[config.mk]
export PLATFORM = sky130hd
export DESIGN_NAME = pipe_stage_seq
export DESIGN_NICKNAME = d
export VERILOG_FILES = /design/src/rtl/pipe_stage_seq.sv
export SDC_FILE = /design/constraint.sdc
export NUM_CORES = 1
export LEC_CHECK = 0
export CORE_MARGIN = 2
export CORE_UTILIZATION = 49
export CTS_BUF_LIST = sky130_fd_sc_hd__clkbuf_8
export CTS_CLUSTER_SIZE = 12
export DETAILED_ROUTE_END_ITERATION = 6
export GPL_TIMING_DRIVEN = 0
export PLACE_DENSITY = 0.95
export REMOVE_ABC_BUFFERS = 1
export SLEW_MARGIN = 40
export SYNTH_ARGS = -nofsm -noshare
export SYNTH_HDL_FRONTEND = slang
export SYNTH_SLANG_ARGS = --single-unit
[constraint.sdc]
create_clock -name clk -period 2.57 [get_ports clk]
set_input_delay 0.3855 -clock clk [delete_from_list [all_inputs] [get_ports clk]]
set_output_delay 0.3855 -clock clk [all_outputs]
set_load 0.03 [all_outputs]
[src/rtl/pipe_stage_seq.sv]
// Front-end pipeline stage: registers fetched bytes with decode-ROM control, tags operand bytes,
// and handles stall, flush, bubbles and a post-reset NOP fill with fetch suppression.
module pipe_stage_seq #(
   parameter int unsigned       DATA_W     = 8,
   parameter int unsigned       CTRL_W     = 16,
   parameter int unsigned       IMM_MAX    = 2,
   parameter int unsigned       RESET_NOPS = 3,
   parameter logic [DATA_W-1:0] NOP_OPCODE = '0,
   localparam int unsigned      IW         = $clog2(IMM_MAX + 1)
) (
   input  logic              clk,
   input  logic              rst_n,
   input  logic [DATA_W-1:0] pipe_in,
   input  logic              pipe_in_valid,
   input  logic [CTRL_W-1:0] ctrl_in,
   input  logic [IW-1:0]     imm_count_in,
   input  logic              bus_request,
   input  logic              flush,
   output logic [DATA_W-1:0] pipe_out,
   output logic [CTRL_W-1:0] ctrl_out,
   output logic              valid_out,
   output logic              is_operand,
   output logic [IW-1:0]     operand_idx,
   output logic              busy,
   output logic              fetch_suppress
);

   localparam int unsigned RW = (RESET_NOPS > 0) ? $clog2(RESET_NOPS + 1) : 1;

   typedef enum logic [1:0] {StFill, StOpcode, StOperand} state_e;

   state_e            r_state;
   logic [IW-1:0]     r_remaining;
   logic [IW-1:0]     r_count;
   logic [RW-1:0]     r_fill_cnt;
   logic [DATA_W-1:0] r_pipe_out;
   logic [CTRL_W-1:0] r_ctrl_out;
   logic              r_valid_out;
   logic              r_is_operand;
   logic [IW-1:0]     r_operand_idx;
   logic              r_busy;
   logic              r_fetch_suppress;

   logic [IW-1:0]     w_imm_clamped;
   logic              w_flush;
   logic              w_advance;

   assign w_imm_clamped = (imm_count_in > IW'(IMM_MAX)) ? IW'(IMM_MAX) : imm_count_in;
   // Flush cannot cut the reset fill short.
   assign w_flush       = flush && (r_state != StFill);
   assign w_advance     = w_flush || !bus_request;

   always_ff @(posedge clk or negedge rst_n) begin
      if (!rst_n) begin
         r_state          <= (RESET_NOPS > 0) ? StFill : StOpcode;
         r_fill_cnt       <= RW'(RESET_NOPS);
         r_fetch_suppress <= (RESET_NOPS > 0);
         r_remaining      <= '0;
         r_count          <= '0;
         r_pipe_out       <= NOP_OPCODE;
         r_ctrl_out       <= '0;
         r_valid_out      <= 1'b0;
         r_is_operand     <= 1'b0;
         r_operand_idx    <= '0;
         r_busy           <= 1'b0;
      end else if (w_advance) begin
         // Bubble by default; real bytes override below.
         r_pipe_out    <= NOP_OPCODE;
         r_ctrl_out    <= '0;
         r_valid_out   <= 1'b0;
         r_is_operand  <= 1'b0;
         r_operand_idx <= '0;
         if (w_flush) begin
            r_remaining <= '0;
            r_busy      <= 1'b0;
            r_state     <= StOpcode;
         end else begin
            unique case (r_state)
               StFill: begin
                  r_fill_cnt <= r_fill_cnt - RW'(1);
                  if (r_fill_cnt == RW'(1)) begin
                     r_state          <= StOpcode;
                     r_fetch_suppress <= 1'b0;
                  end
               end
               StOpcode: begin
                  if (pipe_in_valid) begin
                     r_pipe_out  <= pipe_in;
                     r_ctrl_out  <= ctrl_in;
                     r_valid_out <= 1'b1;
                     r_remaining <= w_imm_clamped;
                     r_count     <= w_imm_clamped;
                     if (w_imm_clamped != '0) begin
                        r_state <= StOperand;
                        r_busy  <= 1'b1;
                     end
                  end
               end
               StOperand: begin
                  if (pipe_in_valid) begin
                     r_pipe_out    <= pipe_in;
                     r_valid_out   <= 1'b1;
                     r_is_operand  <= 1'b1;
                     r_operand_idx <= r_count - r_remaining + IW'(1);
                     r_remaining   <= r_remaining - IW'(1);
                     if (r_remaining == IW'(1)) begin
                        r_state <= StOpcode;
                        r_busy  <= 1'b0;
                     end
                  end
               end
               default: begin
                  r_state     <= StOpcode;
                  r_remaining <= '0;
                  r_busy      <= 1'b0;
               end
            endcase
         end
      end
   end

   assign pipe_out       = r_pipe_out;
   assign ctrl_out       = r_ctrl_out;
   assign valid_out      = r_valid_out;
   assign is_operand     = r_is_operand;
   assign operand_idx    = r_operand_idx;
   assign busy           = r_busy;
   assign fetch_suppress = r_fetch_suppress;

endmodule

== Word level (Yosys, flattened, before mapping) ==
Index checks and enable logic that the tools add are counted.

* Flip-flop bits (word level): 38
* Input port bits: 31
* Output and inout port bits: 30

* Add/subtract/negate cells: 4
* Magnitude comparators: 1
* Equal/unequal tests: 10
* Muxes and demuxes: 32
* Bitwise operators: 1
* Reductions and logical operators: 13

{| class="wikitable"
|+ Operator list
! operator !! number
|-
| 2-to-1 mux 16 bit || 3
|-
| 2-to-1 mux 2 bit || 13
|-
| 2-to-1 mux 8 bit || 3
|-
| inequality test 3 bit (second input constant) || 5
|-
| case mux 2 bit (3 select lines) || 2
|-
| AND reduction 4 bit || 3
|-
| AND reduction 6 bit || 2
|-
| 2-to-1 mux 1 bit || 10
|-
| equality test 2 x 1 -> 1 bit (second input constant) || 3
|-
| nonzero test 2 bit || 2
|-
| subtractor 2 x 1 -> 2 bit (second input constant) || 2
|-
| case mux 1 bit (3 select lines) || 1
|-
| AND reduction 3 bit || 1
|-
| adder 2 x 1 -> 2 bit (second input constant) || 1
|-
| equality test 2 bit (second input constant) || 1
|-
| greater-than comparator 2 bit (second input constant) || 1
|-
| logical NOT 2 bit || 1
|-
| inequality test 2 bit (second input constant) || 1
|-
| OR reduction 2 bit || 1
|-
| subtractor 2 bit || 1
|-
| logical AND 1 bit || 1
|-
| logical NOT 1 bit || 1
|-
| logical OR 1 bit || 1
|-
| inverter 1 bit || 1
|}

== Longest topological paths before layout ==
Gate-level depths: netlist (run 1).

* Depth after elaboration: 7
* Gate-level depth with buffers: 7
* Depth with buffers taken out: 6

== Worst setup path after synthesis (run 1) ==
No wires, ideal clock.

* Path kind: reg2reg
* Start point: register r_state[0]
* End point: register r_count[0]
* Arrival time: 1.449 ns
* Slack: 0.997 ns
* Cell stages (with the launch flop): 7
* Cells stage by stage: dfrtp_1 -> inv_1 -> ha_1 -> nand2b_1 -> nand2_2 -> nor2_4 -> mux2_2

* Longest elaborated chain between the ends: 4

{| class="wikitable"
|+ RTL lines
! item !! line !! source
|-
| from (decl) || 32 || <nowiki>state_e r_state;</nowiki>
|-
| from (signal assigned) || 55 || <nowiki>r_state <= (RESET_NOPS > 0) ? StFill : StOpcode;</nowiki>
|-
| from (signal assigned) || 76 || <nowiki>r_state <= StOpcode;</nowiki>
|-
| from (signal assigned) || 82 || <nowiki>r_state <= StOpcode;</nowiki>
|-
| nonzero test 2 bit || 50 || <nowiki>assign w_flush = flush && (r_state != StFill);</nowiki>
|-
| logical AND 1 bit || 50 ||
|-
| logical OR 1 bit or inverter 1 bit (tied branches) || - ||
|-
| AND reduction 4 bit (no line) * || - ||
|-
| to (signal assigned) || 92 || <nowiki>r_count <= w_imm_clamped;</nowiki>
|-
| to (decl) || 34 || <nowiki>logic [IW-1:0] r_count;</nowiki>
|}

Every way passes the cells marked *; elsewhere a longest branch is shown, timed or not.
A chain may end at the register's enable or synchronous reset.

== Worst setup path in the final report (run 1) ==
Same ends and word-level chain as after synthesis.

==> results.cfg, run 1 <==
[outcome]
outcome = finished, final reports clean

[placed_design]
dp.cells = 224
post-place-ws_ps = 498
dp_hpwl_um = 2870
postPlaceCellArea_um2 = 2280
gp_congestion = 0.890
portBuffers = 60

[setup_path]
rr_startpoint = r_state[0]$_DFFE_PN0P_
endpoint_kind = register
endpoint = r_count[0]$_DFFE_PN0P_
timing.rr.end = r_count[0]$_DFFE_PN0P_
critical_path.startpoint = r_state[0]$_DFFE_PN0P_
critPathRequiredTime_ps = 2770
rr_worst_depth = 6
worstPathMaxFanout = 18
startpoint_type = register
timing.reg2reg.setup_slack_ps = 680
critPathKind = register to register
crit_arrival_ps = 2090

[timing]
setup_violations = 0
rsz0062_at_grt = no
slew_violations = 0
worst_slack_ps = 679
clock_skew_ps = 10.8
period_share = 0.736
final-hold-violation-count = 0
post-route-min-period_ps = 1890
fmax_mhz = 529
slew_headroom = 0.508
tns_ps = 0
holdWs_ps = 482
tightest_slew_ps = 737

[die]
core_area_um2 = 3100
die_w_um = 61.7
io_pins = 61
rows = 20
die_h_um = 61.7
dieArea_um2 = 3800
start_util = 0.525

[yosys]
yosys_warnings = 0
synth_seq_cells = 38
ys_types = 38
synth_edf_count = 0
netlist_area_um2 = 1630
syn_avg_cell_area_um2 = 13.4
synthCells = 122
ys_seq_area_frac = 0.586
synth-main-ff-cell = dfrtp_1
ys_async_sr_fraction = 1.00

[power_and_ir_drop]
internal_power_mw = 1.47
p_switching_mw = 0.757
p_total_mw = 2.23
pwr-share-comb = 0.357
p_leak_nw = 1.10
clkPwrFrac = 0.280
ir_drop_v = 0.000507
power_per_cell_area_nw_per_um2 = 916
power_frac_seq = 0.363
p_sw_frac = 0.340

[drt]
wirelength_um = 4340
vias_per_cell = 5.40
detail-route-antenna-nets = 0
drtIter0Drc = 45
drt_first_pass_iters = 4
post_drt_wl_per_cell_um = 18.6
drc = 0
num_vias = 1258

[clock_network]
cts.sinks = 38
cts_root_buf = clkbuf_8
post_cts_resize_count = 0
clkTransAtPathRegs_ps = 80
clock_latency_ps = 300
clockBufferDepth = 2
cts_tree = yes
cts_made_buffers = 5
h-tree-depth = 2

[grt]
grt_pass1_vias = 1327
grt_usage = 0.250
antenna_found_initial = 0
overflow = 0
grt_max_degree = 29
grt_pass1_wl_um = 6400

[layout]
diodes = 0
final_util = 0.783
finalNonFillerCells = 233
nNetsFinal = 225
areaGrowthSynthToFinish_pct = 49.0
fin_area_um2 = 2430
drive_gt1_frac = 0.116

[run]
maxCapViolations = 0

[min_path]
hold_class = register to register
cell usage after synthesis (2+ instances only):
cell type	number	area, um2
dfrtp_1	35	876
a22o_1	26	228
inv_1	7	26.3
ha_1	6	75.1
a21o_1	3	22.5
dfstp_2	3	78.8
o21ai_0	3	15.0
a21boi_0	2	15.0
a22oi_1	2	15.0
buf_4	2	15.0
nand2_1	2	7.51
nand2b_1	2	12.5
o21a_1	2	15.0
o41ai_1	2	17.5
xnor2_1	2	17.5
worst min-delay path by stage:
stage                               start                    endpoint  depth (start not counted)
6_report       fetch_suppress$_DFFE_PN1P_  fetch_suppress$_DFFE_PN1P_                          1
5_1_grt        fetch_suppress$_DFFE_PN1P_  fetch_suppress$_DFFE_PN1P_                          1
4_1_cts        fetch_suppress$_DFFE_PN1P_  fetch_suppress$_DFFE_PN1P_                          1
3_5_place_dp                        rst_n            busy$_DFFE_PN0P_                          1
3_3_place_gp       is_operand$_DFFE_PN0P_      is_operand$_DFFE_PN0P_                          1
2_1_floorplan                       rst_n            busy$_DFFE_PN0P_                          0
worst max-delay path: stages, from the launching register on:
cell	delay (ps)
dfrtp_1	380
inv_1	100
ha_1	270
nand2b_1	200
nand2_2	100
nor2_4	360
mux2_2	380
registers in the layout (all words and copies together) (netlist names):
| signal | count |
|---|---|
| operand_idx | 2 |
| r_count | 2 |
| fetch_suppress | 1 |
| ctrl_out | 16 |
| valid_out | 1 |
| r_state | 2 |
| busy | 1 |
| is_operand | 1 |
| r_remaining | 2 |
| pipe_out | 8 |
| r_fill_cnt | 2 |
cell usage in the layout (no fill, tap or decap), types with 2 or more instances in the layout:
cell,n
o21a_1,2
o21ai_0,3
dfrtp_1,35
clkbuf_8,5
a21o_1,3
xnor2_1,2
o41ai_1,2
inv_1,7
clkdlybuf4s50_1,59
dfstp_2,3
bufinv_16,2
nand2_1,2
ha_1,6
a21boi_0,2
a22o_1,26
a22oi_1,2
nand2b_1,2
routing by layer:
| layer | vias up | track usage | wire (um) |
|---|---|---|---|
| met4 | 0 | 0.106 | 78 |
| met3 | 7 | 0.0798 | 259 |
| li1 | 588 | - | - |
| met5 | - | 0 | 0 |
| met2 | 45 | 0.444 | 2320 |
| met1 | 618 | 0.273 | 1680 |
logic make-up (layout without fill, tap and decap cells):
family                   count (synthesis)  after routing  synth area share
AO/OA/AOI/OAI                           50             50             0.255
flip-flops                              38             38             0.586
multiplexers                             2              2            0.0138
AND/OR/NAND/NOR                         12             12            0.0491
buffers and inverters                   11             78            0.0345
XOR/XNOR                                 3              3            0.0161
adder cells (fa/ha/maj)                  6              6            0.0460
cell type report:
class,count,area (um2)
tap,44,55.1
fill,201,673
clock buffer,5,68.8
timing repair buffer,62,633
inverter,8,30.0
clock inverter,3,68.8
multi-input combinational,73,619
sequential,38,955
power groups by stage:
stage                     Sequential [mW]  Combinational [mW]  Clock, mW
after global routing                0.823               0.852      0.658
after detailed placement            0.816               0.773          0
after CTS                           0.807               0.800      0.618
after global placement              0.804               0.739          0
final                               0.808               0.794      0.624
after floorplan                     0.939               0.344          0
timing repair:
item | CTS | global route
hold buffers | 1 | 0
buffers inserted | 0 | 0
endpoints found under the hold margin | 8 | 0
(Power assumes the default switching activity.)
==> inputs of run 2 (changes only) <==
CORE_UTILIZATION = 45   (was 49)
PLACE_DENSITY = 0.91   (was 0.95)
clock period = 1.9 ns   (was 2.57 ns; I/O delays follow)
==> run 2 against run 1 <==
  * Non-clock buffer count up 3
  * Sequential share of layout area down 0.20 points
  * Die area up 8.3%
  * Count of clock-buffer cells in the layout unchanged
  * Sequential cell count unchanged
  * Combinational power up 36%
  * Critical path type is now register to primary output
  * First-iteration DRC count up 78%
  * Total power up 27%
  * Sequential power up 35%
  * Register-to-register slack worse by 540 ps
  * Core utilization down 6.8 points
==> results.cfg, run 2 (same netlist as run 1, synthesis figures left out) <==
[outcome]
outcome = finished, final reports clean

[grt]
grt_pass1_vias = 1347
grt_max_degree = 29
grt_usage = 0.204
overflow = 0
antenna_found_initial = 0
grt_pass1_wl_um = 6330

[power_and_ir_drop]
power_per_cell_area_nw_per_um2 = 1160
p_switching_mw = 0.973
ir_drop_v = 0.000643
internal_power_mw = 1.86
power_frac_seq = 0.385
p_sw_frac = 0.344
p_total_mw = 2.83
p_leak_nw = 1.11
pwr-share-comb = 0.382
clkPwrFrac = 0.233

[clock_network]
clock_latency_ps = 290
cts_root_buf = clkbuf_8
clockBufferDepth = 2
cts_made_buffers = 5
clkTransAtPathRegs_ps = 70
cts.sinks = 38
cts_tree = yes
h-tree-depth = 2

[die]
die_h_um = 64.2
core_area_um2 = 3420
start_util = 0.477
dieArea_um2 = 4120
io_pins = 61
rows = 21
die_w_um = 64.2

[setup_path]
timing.reg2reg.setup_slack_ps = 140
max_stage_delay_ps = 660
timing.rr.end = r_count[0]$_DFFE_PN0P_
startpoint_type = register
critPathKind = register to primary output
worstPathMaxFanout = 2
rr_worst_depth = 6
crit_arrival_ps = 1480
critical-path-top-delay-family = buffers and inverters
critical_path.startpoint = fetch_suppress$_DFFE_PN1P_
critPathRequiredTime_ps = 1620
path_cells = clkdlybuf4s50_1
worst-path-stages = 1
endpoint = fetch_suppress
rr_startpoint = r_state[1]$_DFFE_PN0P_
slowest_stage = clkdlybuf4s50_1
path_buf_inv = 1
endpoint_kind = primary output

[min_path]
hold_class = primary input to async pin

[layout]
fillCellCount = 253
largest_reg_flops = 16
areaGrowthSynthToFinish_pct = 49.8
final_common_cell = clkdlybuf4s50_1
final_cell_mix = clkdlybuf4s50_1 (59), dfrtp_1 (35), a22o_1 (26), inv_1 (7), ha_1 (6)
final_util = 0.715
diodes = 0
finalNonFillerCells = 239
drive_gt1_frac = 0.135
nNetsFinal = 229

[drt]
post_drt_wl_per_cell_um = 16.9
drtIter0Drc = 80
vias_per_cell = 5.50
drc = 0
detail-route-antenna-nets = 0
num_vias = 1314
drt_first_pass_iters = 4
wirelength_um = 4040

[timing]
slew_headroom = 0.696
final-hold-violation-count = 0
rsz0062_at_grt = no
tightest_slew_ps = 454
fmax_mhz = 568
post-route-min-period_ps = 1760
period_share = 0.927
clock_skew_ps = 7.09
setup_violations = 0
slew_violations = 0

[placed_design]
portBuffers = 60
gp_congestion = 0.855
dp.cells = 226
dp_hpwl_um = 2890

[run]
maxCapViolations = 0
[run 2: changes by cell type in the layout (fill, tap and decap cells not counted), sizes merged]
cell | previous run | this run
buf | 2 | 5
a21oi | 2 | 3
clkinv | 1 | 2
bufinv | 2 | 1
[run 2: worst min path at each step]
stage / start / end / slack (ps)
global placement: valid_out$_DFFE_PN0P_ / valid_out$_DFFE_PN0P_ / 470
finish: rst_n / operand_idx[0]$_DFFE_PN0P_ / 430
floorplan: rst_n / busy$_DFFE_PN0P_ / -10
CTS: rst_n / busy$_DFFE_PN0P_ / 430
global route: rst_n / busy$_DFFE_PN0P_ / 460
detailed placement: rst_n / operand_idx[0]$_DFFE_PN0P_ / 210
[run 2: layout make-up]
type                       count  area [um2]  area share
clock inverter                 3        40.0      0.0164
tap                           46        57.6      0.0236
inverter                       8        30.0      0.0123
timing repair buffer          65         656       0.268
sequential                    38         955       0.391
multi-input combinational     74         636       0.260
clock buffer                   5        68.8      0.0282
[run 2: power groups by stage]
stage	clock (mW)	sequential (mW)	combinational [mW]
finish	0.661	1.09	1.08
global route	0.716	1.11	1.17
CTS	0.675	1.09	1.07
detailed placement	0	1.10	1.05
global placement	0	1.09	0.996
floorplan	0	1.27	0.466
[run 2: per-stage QoR]
stage / hold slack [ps] / cell area [um2] / setup slack (ps) / setup TNS, ps
floorplan: -10.6 / 1600 / 223 / 0
global placement: 466 / 2260 / -213 / -7410
detailed placement: 206 / 2280 / -72.3 / -133
CTS: 429 / 2430 / 33.8 / 0
global route: 458 / 2440 / 36.4 / 0
finish: 431 / 2440 / 139 / 0
[run 2: what timing repair did]
| item | 4_1_cts | 5_1_grt |
|---|---|---|
| setup buffers | 3 | 0 |
| endpoints found under the hold margin | 9 | 0 |
| hold buffers | 1 | 0 |
| cloned | 0 | 1 |
| gates resized for setup | 0 | 1 |
| pin swaps | 1 | 1 |
| setup endpoints to repair | 2 | 28 |
[run 2: routing by layer]
layer,track usage,routed length (um)
met1,0.247,1640
met2,0.332,2030
met3,0.0546,235
met4,0.112,142
met5,0,0
==> inputs of run 3 (changes only) <==
ABC_CLOCK_PERIOD_IN_PS = 1900   (was not set)
==> results of run 3 <==
No change in the layout: final DEF, timing and power equal those of run 2.
